## src/rtl/fetch_unit_if.sv

```systemverilog
// Fetch-stage bundle: host start/done handshake, instruction memory port, decode side.
// Latency: none (wires only); memory data arrives one cycle after its address.
// Backpressure: none; decode consumes one instruction per valid cycle.
interface fetch_unit_if #(
  parameter int PCW  = 10,
  parameter int IW   = 9,
  parameter int CNTW = 16
);
  logic            Req;
  logic            Ack;
  logic [PCW-1:0]  imem_addr;
  logic [IW-1:0]   imem_data;
  logic [IW-1:0]   instr;
  logic            instr_valid;
  logic [PCW-1:0]  instr_pc;
  logic            BranchTaken;
  logic [PCW-1:0]  br_target;
  logic            Halt;
  logic [CNTW-1:0] cyc_count;
  logic [CNTW-1:0] ret_count;

  // Fetch unit side.
  modport master (
    input  Req, imem_data, BranchTaken, br_target, Halt,
    output Ack, imem_addr, instr, instr_valid, instr_pc, cyc_count, ret_count
  );

  // Host / memory / decode side.
  modport slave (
    output Req, imem_data, BranchTaken, br_target, Halt,
    input  Ack, imem_addr, instr, instr_valid, instr_pc, cyc_count, ret_count
  );
endinterface

```

## src/rtl/fetch_unit.sv

```systemverilog
// Instruction fetch: owns the PC, drives imem address, hands instructions to decode.
// Latency: 1 cycle address-to-valid; a taken branch costs exactly one bubble.
// Backpressure: none; redirect/halt from decode act only on valid instructions.
module fetch_unit #(
  parameter int PCW  = 10,
  parameter int IW   = 9,
  parameter int CNTW = 16
) (
  input logic          Clk,
  input logic          Reset,
  fetch_unit_if.master bus
);

  typedef enum logic [1:0] {
    IDLE = 2'd0,
    RUN  = 2'd1,
    DONE = 2'd2
  } state_t;

  state_t          state;
  logic [PCW-1:0]  fetch_pc;
  logic [PCW-1:0]  pc_q;
  logic            valid_q;
  logic            ack_q;
  logic [CNTW-1:0] cyc_q;
  logic [CNTW-1:0] ret_q;

  // Memory registers its own data, so the instruction is a straight pass-through.
  assign bus.instr       = bus.imem_data;
  assign bus.instr_valid = valid_q;
  assign bus.instr_pc    = pc_q;
  assign bus.imem_addr   = fetch_pc;
  assign bus.Ack         = ack_q;
  assign bus.cyc_count   = cyc_q;
  assign bus.ret_count   = ret_q;

  // Control FSM with PC, valid, done flag and counters as registered outputs.
  always_ff @(posedge Clk or negedge Reset) begin
    if (!Reset) begin
      state    <= IDLE;
      fetch_pc <= '0;
      pc_q     <= '0;
      valid_q  <= 1'b0;
      ack_q    <= 1'b0;
      cyc_q    <= '0;
      ret_q    <= '0;
    end else begin
      case (state)
        IDLE: begin
          valid_q <= 1'b0;
          ack_q   <= 1'b0;
          if (bus.Req) begin
            state    <= RUN;
            fetch_pc <= '0;
            cyc_q    <= '0;
            ret_q    <= '0;
          end
        end

        RUN: begin
          if (cyc_q != '1) cyc_q <= cyc_q + 1'b1;
          // Default: stream sequentially; the word read now becomes valid next cycle.
          valid_q  <= 1'b1;
          pc_q     <= fetch_pc;
          fetch_pc <= fetch_pc + 1'b1;
          // Redirect and halt only mean something for a live instruction.
          if (valid_q) begin
            if (ret_q != '1) ret_q <= ret_q + 1'b1;
            if (bus.Halt) begin
              state    <= DONE;
              valid_q  <= 1'b0;
              ack_q    <= 1'b1;
              fetch_pc <= fetch_pc;
            end else if (bus.BranchTaken) begin
              // Drop the fall-through word being read this cycle.
              fetch_pc <= bus.br_target;
              valid_q  <= 1'b0;
            end
          end
        end

        DONE: begin
          valid_q <= 1'b0;
          ack_q   <= 1'b1;
          if (bus.Req) begin
            state    <= RUN;
            fetch_pc <= '0;
            cyc_q    <= '0;
            ret_q    <= '0;
            ack_q    <= 1'b0;
          end
        end

        default: begin
          state   <= IDLE;
          valid_q <= 1'b0;
          ack_q   <= 1'b0;
        end
      endcase
    end
  end

endmodule

```

## src/flat_wrapper.sv

```systemverilog
// flat-port wrapper written by rule: the top's interface ports become plain ports
module fetch_unit_flat 
#(
  parameter int PCW  = 10,
  parameter int IW   = 9,
  parameter int CNTW = 16
)
  (Clk, Reset, bus_Req, bus_imem_data, bus_BranchTaken, bus_br_target, bus_Halt, bus_Ack, bus_imem_addr, bus_instr, bus_instr_valid, bus_instr_pc, bus_cyc_count, bus_ret_count);
  fetch_unit_if #(.PCW(PCW), .IW(IW), .CNTW(CNTW)) bus_i ();
  input logic Clk;
  input logic Reset;
  input wire logic [$bits(bus_i.Req)-1:0] bus_Req;
  input wire logic [$bits(bus_i.imem_data)-1:0] bus_imem_data;
  input wire logic [$bits(bus_i.BranchTaken)-1:0] bus_BranchTaken;
  input wire logic [$bits(bus_i.br_target)-1:0] bus_br_target;
  input wire logic [$bits(bus_i.Halt)-1:0] bus_Halt;
  output wire logic [$bits(bus_i.Ack)-1:0] bus_Ack;
  output wire logic [$bits(bus_i.imem_addr)-1:0] bus_imem_addr;
  output wire logic [$bits(bus_i.instr)-1:0] bus_instr;
  output wire logic [$bits(bus_i.instr_valid)-1:0] bus_instr_valid;
  output wire logic [$bits(bus_i.instr_pc)-1:0] bus_instr_pc;
  output wire logic [$bits(bus_i.cyc_count)-1:0] bus_cyc_count;
  output wire logic [$bits(bus_i.ret_count)-1:0] bus_ret_count;
  assign bus_i.Req = bus_Req;
  assign bus_i.imem_data = bus_imem_data;
  assign bus_i.BranchTaken = bus_BranchTaken;
  assign bus_i.br_target = bus_br_target;
  assign bus_i.Halt = bus_Halt;
  assign bus_Ack = bus_i.Ack;
  assign bus_imem_addr = bus_i.imem_addr;
  assign bus_instr = bus_i.instr;
  assign bus_instr_valid = bus_i.instr_valid;
  assign bus_instr_pc = bus_i.instr_pc;
  assign bus_cyc_count = bus_i.cyc_count;
  assign bus_ret_count = bus_i.ret_count;
  fetch_unit #(.PCW(PCW), .IW(IW), .CNTW(CNTW)) u_core (.Clk(Clk), .Reset(Reset), .bus(bus_i));
endmodule
```

## config.mk

```make
export PLATFORM = sky130hd
export DESIGN_NAME = fetch_unit_flat
export DESIGN_NICKNAME = d
export VERILOG_FILES = /design/src/rtl/fetch_unit_if.sv /design/src/rtl/fetch_unit.sv /design/src/flat_wrapper.sv
export SDC_FILE = /design/constraint.sdc
export NUM_CORES = 1
export LEC_CHECK = 0
export CAP_MARGIN = 20
export CORE_MARGIN = 4
export CORE_UTILIZATION = 50
export CTS_BUF_LIST = sky130_fd_sc_hd__clkbuf_4
export CTS_CLUSTER_DIAMETER = 100
export CTS_CLUSTER_SIZE = 30
export DETAILED_ROUTE_END_ITERATION = 10
export PLACE_DENSITY = 0.79
export SYNTH_ARGS = -nofsm -noshare
export SYNTH_HDL_FRONTEND = slang
export SYNTH_SLANG_ARGS = --single-unit
```

## constraint.sdc

```tcl
create_clock -name Clk -period 2.74 [get_ports Clk]
set_input_delay 0.822 -clock Clk [delete_from_list [all_inputs] [get_ports Clk]]
set_output_delay 0.822 -clock Clk [all_outputs]
set_load 0.02 [all_outputs]
```

# Word level (Yosys, flattened, before mapping)
# Cells that the tools add are included.
dict set report word_totals {
  ff_bits 56
  inputBits 24
  wordCells 51
}
dict set report op_classes {
  n_addsub 3
  n_eq_ne 10
  mux 23
  reduce_logical 8
}
# operator count
set op_table {}
lappend op_table {{$mux W16} 4}
lappend op_table {{$pmux W16 S2} 2}
lappend op_table {{$mux W10} 4}
lappend op_table {{$add A16 B1 Y16 const B} 2}
lappend op_table {{$ne A16 B16 Y1 const B} 2}
lappend op_table {{$pmux W10 S2} 1}
lappend op_table {{$add A10 B1 Y10 const B} 1}
lappend op_table {{$reduce_and A3 Y1} 3}
lappend op_table {{$ne A2 B1 Y1 const B} 4}
lappend op_table {{$mux W1} 7}
lappend op_table {{$mux W2} 3}
lappend op_table {{$pmux W2 S2} 1}
lappend op_table {{$reduce_and A4 Y1} 1}
lappend op_table {{$ne A3 B3 Y1 const B} 1}
lappend op_table {{$eq A2 B1 Y1 const B} 1}
lappend op_table {{$eq A2 B2 Y1 const B} 1}
lappend op_table {{$logic_not A2 Y1} 1}
lappend op_table {{$ne A2 B2 Y1 const B} 1}
lappend op_table {{$pmux W1 S2} 1}
lappend op_table {{$reduce_and A2 Y1} 1}
lappend op_table {{$reduce_bool A2 Y1} 1}
lappend op_table {{$reduce_or A2 Y1} 1}

# Longest topological paths before layout
dict set report depth {
  ltp_word 5
  ltp_mapped 9
}

# Least setup slack after synthesis
# No wires, ideal clock.
dict set report synth_timing {
  path_kind {register to register}
  startpoint {reg u_core.state[0]}
  endpoint {reg u_core.fetch_pc[3], in the netlist u_core.bus.imem_addr[3]}
  setup_time_ps 78
  arrival_ps 1912
  t_required_ps 2662
  slack_ps 750
  stages_incl_launch_ff 9
  path_buffers 1
  cell_sequence {dfrtp_1 > inv_1 > ha_1 > or2_1 > or3_1 > or2_0 > buf_2 > o21ai_1 > o2bb2ai_1}
}
dict set report synth_via {
  elab_chain_len 4
}
# item line
set synth_lines {}
lappend synth_lines {{start, declared} fetch_unit.sv:20} ;# state_t state;
lappend synth_lines {{start signal, assigned} fetch_unit.sv:40} ;# state <= IDLE;
lappend synth_lines {{start signal, assigned} fetch_unit.sv:53} ;# state <= RUN;
lappend synth_lines {{start signal, assigned} fetch_unit.sv:70} ;# state <= DONE;
lappend synth_lines {{$eq A2 B2 Y1 or $logic_not A2 Y1 (tied branches)} fetch_unit.sv:48} ;# case (state)
lappend synth_lines {{$reduce_or A2 Y1 (no source line)} --}
lappend synth_lines {{$ne A2 B1 Y1 (no source line) or $reduce_bool A2 Y1 (tied branches)} --}
lappend synth_lines {{$reduce_and A3 Y1 (no source line)} --}
lappend synth_lines {{end signal, assigned} fetch_unit.sv:65} ;# fetch_pc <= fetch_pc + 1'b1;
lappend synth_lines {{end signal, assigned} fetch_unit.sv:73} ;# fetch_pc <= fetch_pc;
lappend synth_lines {{end signal, assigned} fetch_unit.sv:76} ;# fetch_pc <= bus.br_target;
lappend synth_lines {{end, declared} fetch_unit.sv:21} ;# logic [PCW-1:0] fetch_pc;
# Parallel ways exist; a longest one is shown, timed or not.
# A chain may end at the register's enable or synchronous reset.

# Worst setup path in the final report
dict set report layout_timing {
  startpoint {reg u_core.cyc_q[5], in the netlist u_core.bus.cyc_count[5]}
  endpoint {out bus_cyc_count[5]}
}
# item line
set layout_rtl {}
lappend layout_rtl {{start, declared} fetch_unit.sv:25} ;# logic [CNTW-1:0] cyc_q;
lappend layout_rtl {{start signal, assigned} fetch_unit.sv:61} ;# if (cyc_q != '1) cyc_q <= cyc_q + 1'b1;
lappend layout_rtl {{end, declared} flat_wrapper.sv:22} ;# output wire logic [$bits(bus_i.cyc_count)-1:0] bus_cyc_count;
# No word-level cell between the ends.

==> qor.txt <==
cell count after synthesis -> 333
WP depth -> 1
fin util -> 64.43%
setup TNS -> 0 ns
Routed Wire Length -> 7471 um
Post-Syn Area -> 3069 sq um
origin of the worst setup path -> u_core.bus.cyc_count[5]
critical path, cell by cell -> clkdlybuf4s50_1
cell at the slowest stage of the critical path -> clkdlybuf4s50_1
logic depth of the worst register-to-register path -> 7
number of flip-flops and latches in the synthesized netlist -> 56
TritonCTS sink count -> 56
Syn Area/Cell -> 9.217 sq um
number of nets at the end of the flow -> 426
starting DRC count in detailed routing -> 136
die boundary height -> 86.35 um
count of buffers inserted at the top-level ports -> 68
final critical-path share of the clock period -> 86.22%
effective utilization at floorplan -> 51.53%
via count -> 2776
outcome -> finished, final reports clean
clock insertion delay at the later pin of the skew report -> 0.38 ns
launching element type of the critical path -> flip-flop
number of enable-type register cells in the synthesized netlist -> 0
ranking of synthesized cells by instance count -> 56 x dfrtp_1, 33 x nand2_1, 28 x nor2_1
post-layout minimum cycle time -> 2.363 ns
Achievable Freq -> 423.3 MHz
total routing resource utilization after global routing -> 20.98%
number of warnings printed during yosys synthesis -> 0
Core Box Area -> 5956 sq um
pin slew with the least headroom to its limit -> 0.6654 ns
Hold Violations, Final -> 0
number of slew-limit violations in the final report -> 0
leakage power figure -> 1.622 nW
DRC errors left -> 0
synth top area cells -> dfrtp_1 46%, mux2_2 4.4%, a21oi_1 4.1%
origin of the critical flop-to-flop path -> u_core.state[0]
critical path capture point type -> primary output
Hold Crit Class -> input pin to asynchronous set/reset pin
number of top-level pins -> 87
Layout area overhead -> 25.03%
post-detailed-route count of antenna-violating nets -> 0
Post-Place Cells -> 462
post-cts hold buffer count -> 0
power consumption -> 4.103 mW
GRT overflow -> 0
worst ir drop on vdd -> 0.4985 mV
master cell of the clock root buffer -> clkbuf_4
kind of cell with the highest combined delay on the critical path -> buffers and inverters
critical setup path kind -> flip-flop to primary output
initial antenna violation count -> 1
number of levels in the clock H-tree -> 2
buffering stage count on the worst path with inverters included -> 1
final number of setup-violating endpoints -> 0
largest net degree at the start of global routing -> 57
Synth async-reset ratio -> 100.0%
post-cts gate resize count -> 0
most common flop cell mapped by yosys -> dfrtp_1
number of buffers on the longest clock path -> 2
fraction of layout instances using a drive strength above 1 -> 8.629%
clock skew after layout -> 0.01960 ns
Slowest Stage Delay on Critical Path -> 0.65 ns
clock slew at the register clock pins of the worst setup and hold paths -> 0.16 ns
GPL Wtd Cong -> 0.8778
total iterations of the first detailed-routing run -> 5
routed wirelength normalized by instance count -> 15.90 um
Cell Pwr Density -> 1069 nW/um^2
crit-path max FO -> 9
Worst EP required -> 1.92 ns
Arrival @ worst endpoint -> 1.54 ns
TritonCTS clock tree -> done
via count of the first global-routing pass -> 2739
top-count cell post-synth -> dfrtp_1
half-perimeter wire length after placement -> 5326 um
first-pass GRT wire length -> 12640 um
die outline width -> 86.35 um
cell type contributing the most total cell area after synthesis -> dfrtp_1
proportion of synthesized chip area in sequential cells -> 45.66%
via density per instance -> 5.906
Yosys top cell area share -> 45.66%
number of non-filler instances in the completed layout -> 470
worst slew slack as a fraction of its limit -> 55.23%
Post CTS Setup Buffer Count -> 0
RSZ-0062 raised after global routing -> false
Netlist cell types -> 38
DIE AREA -> 7455 sq um
clock buffer count from CTS -> 5
Placement Rows -> 28
post-synthesis net count -> 365
max-capacitance violation count -> 0
[flip-flops by register name (all words and copies together) (netlist names)]
register and flops:
u_core.bus.instr_valid 1, u_core.bus.instr_pc 10, u_core.bus.ret_count 16, u_core.bus.Ack 1, u_core.bus.cyc_count 16, u_core.state 2
u_core.bus.imem_addr 10
[placed cells by master, fill, tap and decap left out, drive strengths merged, types with 9 or more instances in the layout]
master,count
a31oi,19
a21oi,28
buf,9
and3,12
mux2,12
o21ai,29
nand3,17
nand2,33
nor2,28
dfrtp,56
clkdlybuf4s50,67
[worst paths after layout]
path	end	slack, ns
min in group Clk	u_core.bus.ret_count[15]	0.52
worst min-delay path	u_core.bus.ret_count[12]	0.41
max in group asynchronous	u_core.bus.instr_pc[1]	2.06
worst min register to register	u_core.bus.ret_count[15]	0.52
worst max-delay path	bus_cyc_count[5]	0.38
worst max register to register	u_core.bus.imem_addr[9]	0.42
[final cells by class]
type	instances	area, sq um
well taps	75	93.84
clock buffers	6	45.04
multi-input cells	249	1519
inverters	6	22.52
clock inverters	1	5.005
repair buffers	76	748.2
flip-flops and latches	56	1401
diodes	1	2.502
fillers	496	2118
[power breakdown]
part | internal, mW | switching, mW
registers | 1.10 | 0.381
clock network | 0.105 | 0.243
logic | 1.00 | 1.27
[kinds of logic after synthesis]
logic type / synth area share, %
compound gates: 21.57
flops: 45.66
fa+ha+maj: 3.261
buf+inv: 4.851
mux: 5.055
simple gates: 19.61
[stage by stage]
step,hold slack (ns),instance area (sq um),setup WS (ns)
2_1_floorplan,0.5264,3069,0.7499
3_3_place_gp,0.4887,3785,0.2101
3_5_place_dp,0.4956,3785,0.1365
4_1_cts,0.4147,3835,0.3570
5_1_grt,0.4256,3837,0.2785
6_report,0.4122,3837,0.3775
[per-layer routing]
metal	share of wire [%]	routed length, um	track usage, %	up-vias
met4	1.5	112	8.640	0
met2	48	3613	34.01	88
met3	4.7	350	2.947	12
li1	-	-	-	1342
met1	45	3393	28.32	1334
met5	0	0	0	-
Note: power is estimated with default switching activity, not from simulation.
